### src/rtl/cpu_pkg.sv
// Shared CPU-side constants and the probe channel state encoding.
package cpu_pkg;

    localparam int XLEN       = 32;
    localparam int NREGS      = 32;
    localparam int REG_ADDR_W = $clog2(NREGS);

    typedef enum logic [0:0] {
        IDLE = 1'b0,
        PEND = 1'b1
    } probe_state_t;

endpackage

### src/rtl/probe_chan.sv
// One probe channel: picks a register byte lane and hands it downstream over valid/ready.
// state | meaning
// IDLE  | no data outstanding; live mode watches for change, hold mode waits for trigger
// PEND  | out_data held with out_valid high until the consumer takes it
module probe_chan
    import cpu_pkg::*;
#(
    parameter int XLEN   = cpu_pkg::XLEN,
    parameter int NREGS  = cpu_pkg::NREGS,
    parameter int OUT_W  = 8,
    localparam int SEL_W  = $clog2(NREGS),
    localparam int LANES  = XLEN / OUT_W,
    localparam int LANE_W = (LANES > 1) ? $clog2(LANES) : 1
) (
    input  logic              clk,
    input  logic              rst_n,
    input  logic [XLEN-1:0]   regs [NREGS],
    input  logic [SEL_W-1:0]  sel,
    input  logic [LANE_W-1:0] lane,
    input  logic              mode,
    input  logic              trig,
    input  logic              out_ready,
    input  logic              ovr_clr,
    output logic [OUT_W-1:0]  out_data,
    output logic              out_valid,
    output logic              overrun
);

    probe_state_t     state_q, state_d;
    logic [OUT_W-1:0] data_q, data_d;
    logic [OUT_W-1:0] last_q, last_d;
    logic             valid_q, valid_d;
    logic             ovr_q, ovr_d;
    logic [XLEN-1:0]  word;
    logic [OUT_W-1:0] sample;

    always_comb begin
        word   = regs[sel];
        sample = '0;
        for (int i = 0; i < LANES; i++) begin
            if (lane == LANE_W'(i)) sample = word[i*OUT_W +: OUT_W];
        end
    end

    always_comb begin
        state_d = state_q;
        data_d  = data_q;
        last_d  = last_q;
        valid_d = valid_q;
        ovr_d   = ovr_q;
        if (ovr_clr) ovr_d = 1'b0;
        case (state_q)
            IDLE: begin
                if ((!mode && sample != last_q) || (mode && trig)) begin
                    data_d  = sample;
                    valid_d = 1'b1;
                    state_d = PEND;
                end
            end
            PEND: begin
                // A hold trigger here is lost even on the handshake cycle; set beats clear.
                if (mode && trig) ovr_d = 1'b1;
                if (valid_q && out_ready) begin
                    last_d  = data_q;
                    valid_d = 1'b0;
                    state_d = IDLE;
                end
            end
            default: state_d = IDLE;
        endcase
    end

    always_ff @(posedge clk or negedge rst_n) begin
        if (!rst_n) begin
            state_q <= IDLE;
            data_q  <= '0;
            last_q  <= '0;
            valid_q <= 1'b0;
            ovr_q   <= 1'b0;
        end else begin
            state_q <= state_d;
            data_q  <= data_d;
            last_q  <= last_d;
            valid_q <= valid_d;
            ovr_q   <= ovr_d;
        end
    end

    assign out_data  = data_q;
    assign out_valid = valid_q;
    assign overrun   = ovr_q;

endmodule

### src/rtl/reg_probe.sv
// Register-file observation unit: trigger synchroniser/edge detector plus N_CH probe channels.
module reg_probe
    import cpu_pkg::*;
#(
    parameter int XLEN        = cpu_pkg::XLEN,
    parameter int NREGS       = cpu_pkg::NREGS,
    parameter int N_CH        = 2,
    parameter int OUT_W       = 8,
    parameter int SYNC_STAGES = 2,
    localparam int SEL_W  = $clog2(NREGS),
    localparam int LANES  = XLEN / OUT_W,
    localparam int LANE_W = (LANES > 1) ? $clog2(LANES) : 1
) (
    input  logic                         clk,
    input  logic                         rst_n,
    input  logic                         trigger_in,
    output logic                         trigger_pulse,
    input  logic [XLEN-1:0]              regs [NREGS],
    input  logic [N_CH-1:0][SEL_W-1:0]   ch_sel,
    input  logic [N_CH-1:0][LANE_W-1:0]  ch_lane,
    input  logic [N_CH-1:0]              mode,
    output logic [N_CH-1:0][OUT_W-1:0]   out_data,
    output logic [N_CH-1:0]              out_valid,
    input  logic [N_CH-1:0]              out_ready,
    output logic [N_CH-1:0]              overrun,
    input  logic [N_CH-1:0]              ovr_clr
);

    if ((XLEN % OUT_W) != 0 || SYNC_STAGES < 2) begin : g_param_check
        $error("reg_probe: XLEN must be a multiple of OUT_W and SYNC_STAGES >= 2");
    end

    logic [SYNC_STAGES-1:0] sync_q, sync_d;
    logic                   prev_q, prev_d;
    logic                   pulse_q, pulse_d;

    always_comb begin
        sync_d  = {sync_q[SYNC_STAGES-2:0], trigger_in};
        prev_d  = sync_q[SYNC_STAGES-1];
        pulse_d = sync_q[SYNC_STAGES-1] & ~prev_q;
    end

    always_ff @(posedge clk or negedge rst_n) begin
        if (!rst_n) begin
            sync_q  <= '0;
            prev_q  <= 1'b0;
            pulse_q <= 1'b0;
        end else begin
            sync_q  <= sync_d;
            prev_q  <= prev_d;
            pulse_q <= pulse_d;
        end
    end

    assign trigger_pulse = pulse_q;

    for (genvar g = 0; g < N_CH; g++) begin : g_ch
        probe_chan #(
            .XLEN  (XLEN),
            .NREGS (NREGS),
            .OUT_W (OUT_W)
        ) u_chan (
            .clk       (clk),
            .rst_n     (rst_n),
            .regs      (regs),
            .sel       (ch_sel[g]),
            .lane      (ch_lane[g]),
            .mode      (mode[g]),
            .trig      (pulse_q),
            .out_ready (out_ready[g]),
            .ovr_clr   (ovr_clr[g]),
            .out_data  (out_data[g]),
            .out_valid (out_valid[g]),
            .overrun   (overrun[g])
        );
    end

endmodule

### config.mk
export PLATFORM = sky130hd
export DESIGN_NAME = reg_probe
export DESIGN_NICKNAME = d
export VERILOG_FILES = /design/src/rtl/cpu_pkg.sv /design/src/rtl/probe_chan.sv /design/src/rtl/reg_probe.sv
export SDC_FILE = /design/constraint.sdc
export NUM_CORES = 1
export LEC_CHECK = 0
export CORE_AREA = 8 8 408 410
export DETAILED_ROUTE_END_ITERATION = 12
export DIE_AREA = 0 0 416 418
export MAX_ROUTING_LAYER = met4
export PLACE_DENSITY_LB_ADDON = 0.1
export SYNTH_ARGS = -nofsm -noshare
export SYNTH_HDL_FRONTEND = slang
export SYNTH_SLANG_ARGS = --single-unit
### constraint.sdc
create_clock -name clk -period 4.2 [get_ports clk]
set_input_delay 0.42 -clock clk [delete_from_list [all_inputs] [get_ports clk]]
set_output_delay 0.42 -clock clk [all_outputs]
set_load 0.01 [all_outputs]
==> metrics.yaml <==
status: "completed"
die_w_um: 416
max_cap_viol_count: 0
ys.flop_type: "dfrtp_1"
finalWorstSetupSlack_ns: 0.0931
syn_inst: 1768
synth-edff-count: 0
antenna_found_initial: 88
remaining_drc_errors: 0
clock-root-buffer: "clkbuf_16"
cts.path.max_buffers: 2
rsz0062_at_grt: "false"
cp-end-kind: "flop"
ir_worst_vdd_v: 0.000171
start_util_pct: 12.0
cts-buffers-inserted: 5
arrival_ns: 4.30
clock_latency_ns: 0.30
globalRouteMet2Util_pct: 42.7
synth_warnings: 0
start_kind: "primary input"
gp_congestion: 0.888
cpLargestDelayFamily: "compound AO/OA/AOI/OAI gates"
cellPowerDensity_nw_per_um2: 169
relSlewSlack_pct: 21.5
cp_cell_sequence: "buf_12, buf_12, mux4_2, a22o_1, o21ai_0, buf_4, a22o_2, nor4_2, buf_4, xor2_1, a2111oi_2, a211oi_4, buf_4, or2_1"
synth_top_cell_area_share_pct: 43.9
grt_first_pass_wirelength_mm: 270
synthTopCellsByArea: "mux4_2, mux2i_1, dfrtp_1, a22oi_1, mux2_2"
p_total_w: 0.00589
ant_nets: 0
avgSynthCellArea_um2: 10.9
drive_gt1_share_pct: 27.5
finalHoldViolCount: 0
io_pins: 1068
synth_fp_nets: 2815
grt_use_met3_pct: 3.45
top_usage_layer: "met2"
period_share_pct: 97.8
firstDrtPassIters: 5
r2r_setup_slack_ns: 2.26
htreeDepth: 2
avgViaCountPerCell: 4.70
use_met1_pct: 28.0
num_vias: 23978
tns_ns: 0
async_reset_ff_share_pct: 100
numPortBuffers: 1067
slowest_delay_ns: 0.53
grt_pass1_vias: 26327
core_um2: 160000
fin_cells: 5098
die_area_um2: 174000
syn2layout_area_growth_pct: 82.0
report.final.slew_viol_count: 0
skew_ns: 0.0126
synth-seq-cells: 42
fin_nets: 3998
clk_pin_slew_ns: 0.08
cellLeakagePower_nw: 12.8
grt_use_total_pct: 23.6
post-place-ws_ns: -0.758
routedWlPerCell_um: 41.3
synth_top_area_cell: "mux4_2"
min_path_type: "primary input to async pin"
cts_tree: "done"
gr-total-overflow: 0
cts_sinks: 42
syn_area_um2: 19200
hold_buffers: 0
path_buf_inv: 5
critPathMostFrequentCell: "buf_4"
yosysSeqAreaShare_pct: 5.47
setup.worst_path.class: "primary input to flop"
rows: 147
hpwl_mm: 184
worst-path-max-fanout: 34
dp_cells: 5030
wirelength_mm: 211
critical_path.slowest_cell: "mux4_2"
finalCriticalPeriod_ns: 4.11
cts_setup_buffers: 0
drt_iter0_markers: 1750
finalHoldWorstSlack_ns: 0.333
die_h_um: 418
worstPathRequired_ns: 4.39
fmax_ghz: 0.243
setup_viol: 0
tightestPinTransition_ns: 1.17
grt_max_degree: 65
ys_types: 70
-- layout by cell type, fill, tap and decap left out, types with 21 or more instances in the layout --
master           instances
a21oi_1                 59
dfrtp_1                 42
mux4_2                 374
buf_12                  46
nor2_1                  42
a22o_1                  28
a221oi_1                22
diode_2                 60
mux2_2                  50
nand2_1                118
o21ai_0                 35
nand3_1                 31
clkdlybuf4s50_1       1055
mux2i_1                356
nand4_1                 21
buf_4                  271
a22oi_1                106
nor2b_1                 24
-- worst paths after layout --
kind / end / cells after the start / from
min: g_ch[0].u_chan.overrun / 1 / rst_n
min in group clk: sync_q[1] / 0 / sync_q[0]
max reg2reg: g_ch[0].u_chan.out_valid / 7 / g_ch[0].u_chan.last_q[3]
min reg2reg: sync_q[1] / 0 / sync_q[0]
max in group asynchronous: g_ch[0].u_chan.out_data[4] / 1 / rst_n
max: g_ch[0].u_chan.out_valid / 14 / ch_sel[0]
-- report_power, final --
| part | switching [W] | leakage [nW] | total (W) | internal, W |
|---|---|---|---|---|
| logic | 0.00224 | 12.3 | 0.00472 | 0.00248 |
| clock network | 0.000205 | 0.0668 | 0.000429 | 0.000224 |
| registers | 0.000167 | 0.498 | 0.000747 | 0.000580 |
| total | 0.00261 | 12.8 | 0.00589 | 0.00328 |
-- what timing repair did --
action	in CTS	in global routing
resized for setup	19	8
endpoints found under the setup margin	20	17
pin swaps	2	2
-- metal layers --
metal	vias up	share of wire (%)
met1	12834	41
met5	-	0
li1	9963	-
met4	0	1.8
met3	153	4.5
met2	1028	53
-- flip-flops by register name, summed over array words and instances (netlist names) --
register and cells:
g_ch.u_chan.overrun 2, g_ch.u_chan.last_q 16, sync_q 2, prev_q 1, g_ch.u_chan.out_data 16, g_ch.u_chan.state_q 2
trigger_pulse 1, g_ch.u_chan.out_valid 2
-- Yosys cell counts (21+ instances only) --
library cell  instances
a21oi_1              59
buf_2                88
nand4_1              21
buf_4                41
nor2b_1              33
nand3_1              31
a22oi_1             106
mux2i_1             360
dfrtp_1              42
clkbuf_1             49
nor2_1               47
nand2_1             118
a221oi_1             24
o21ai_0              36
mux2_2               50
buf_1                24
mux4_2              374
a22o_1               29
-- cells by family (layout without fill, tap and decap cells) --
family          Yosys count  after routing  synth area share [%]
xor+xnor                  8              8                 0.365
other cells               0             60                     0
flops                    42             42                  5.47
compound gates          370            370                  13.9
mux                     784            784                  65.5
buf+inv                 226           1410                  5.91
simple gates            338            338                  8.77
-- layout make-up --
type / instances / area, um^2
clock inverter: 3 / 23.8
inverter: 21 / 78.8
fill: 17369 / 125000
sequential: 42 / 1050
timing repair buffer: 1381 / 13700
multi-input combinational: 1500 / 17300
clock buffer: 5 / 125
tap: 2086 / 2610
antenna: 60 / 150
-- through the flow --
step	util (%)	area, um^2
after floorplan	-	19200
after global placement	21.6	34500
after detailed placement	21.6	34500
after CTS	21.8	34800
after global routing	21.9	34900
final	21.9	35000
(Power assumes the default switching activity.)
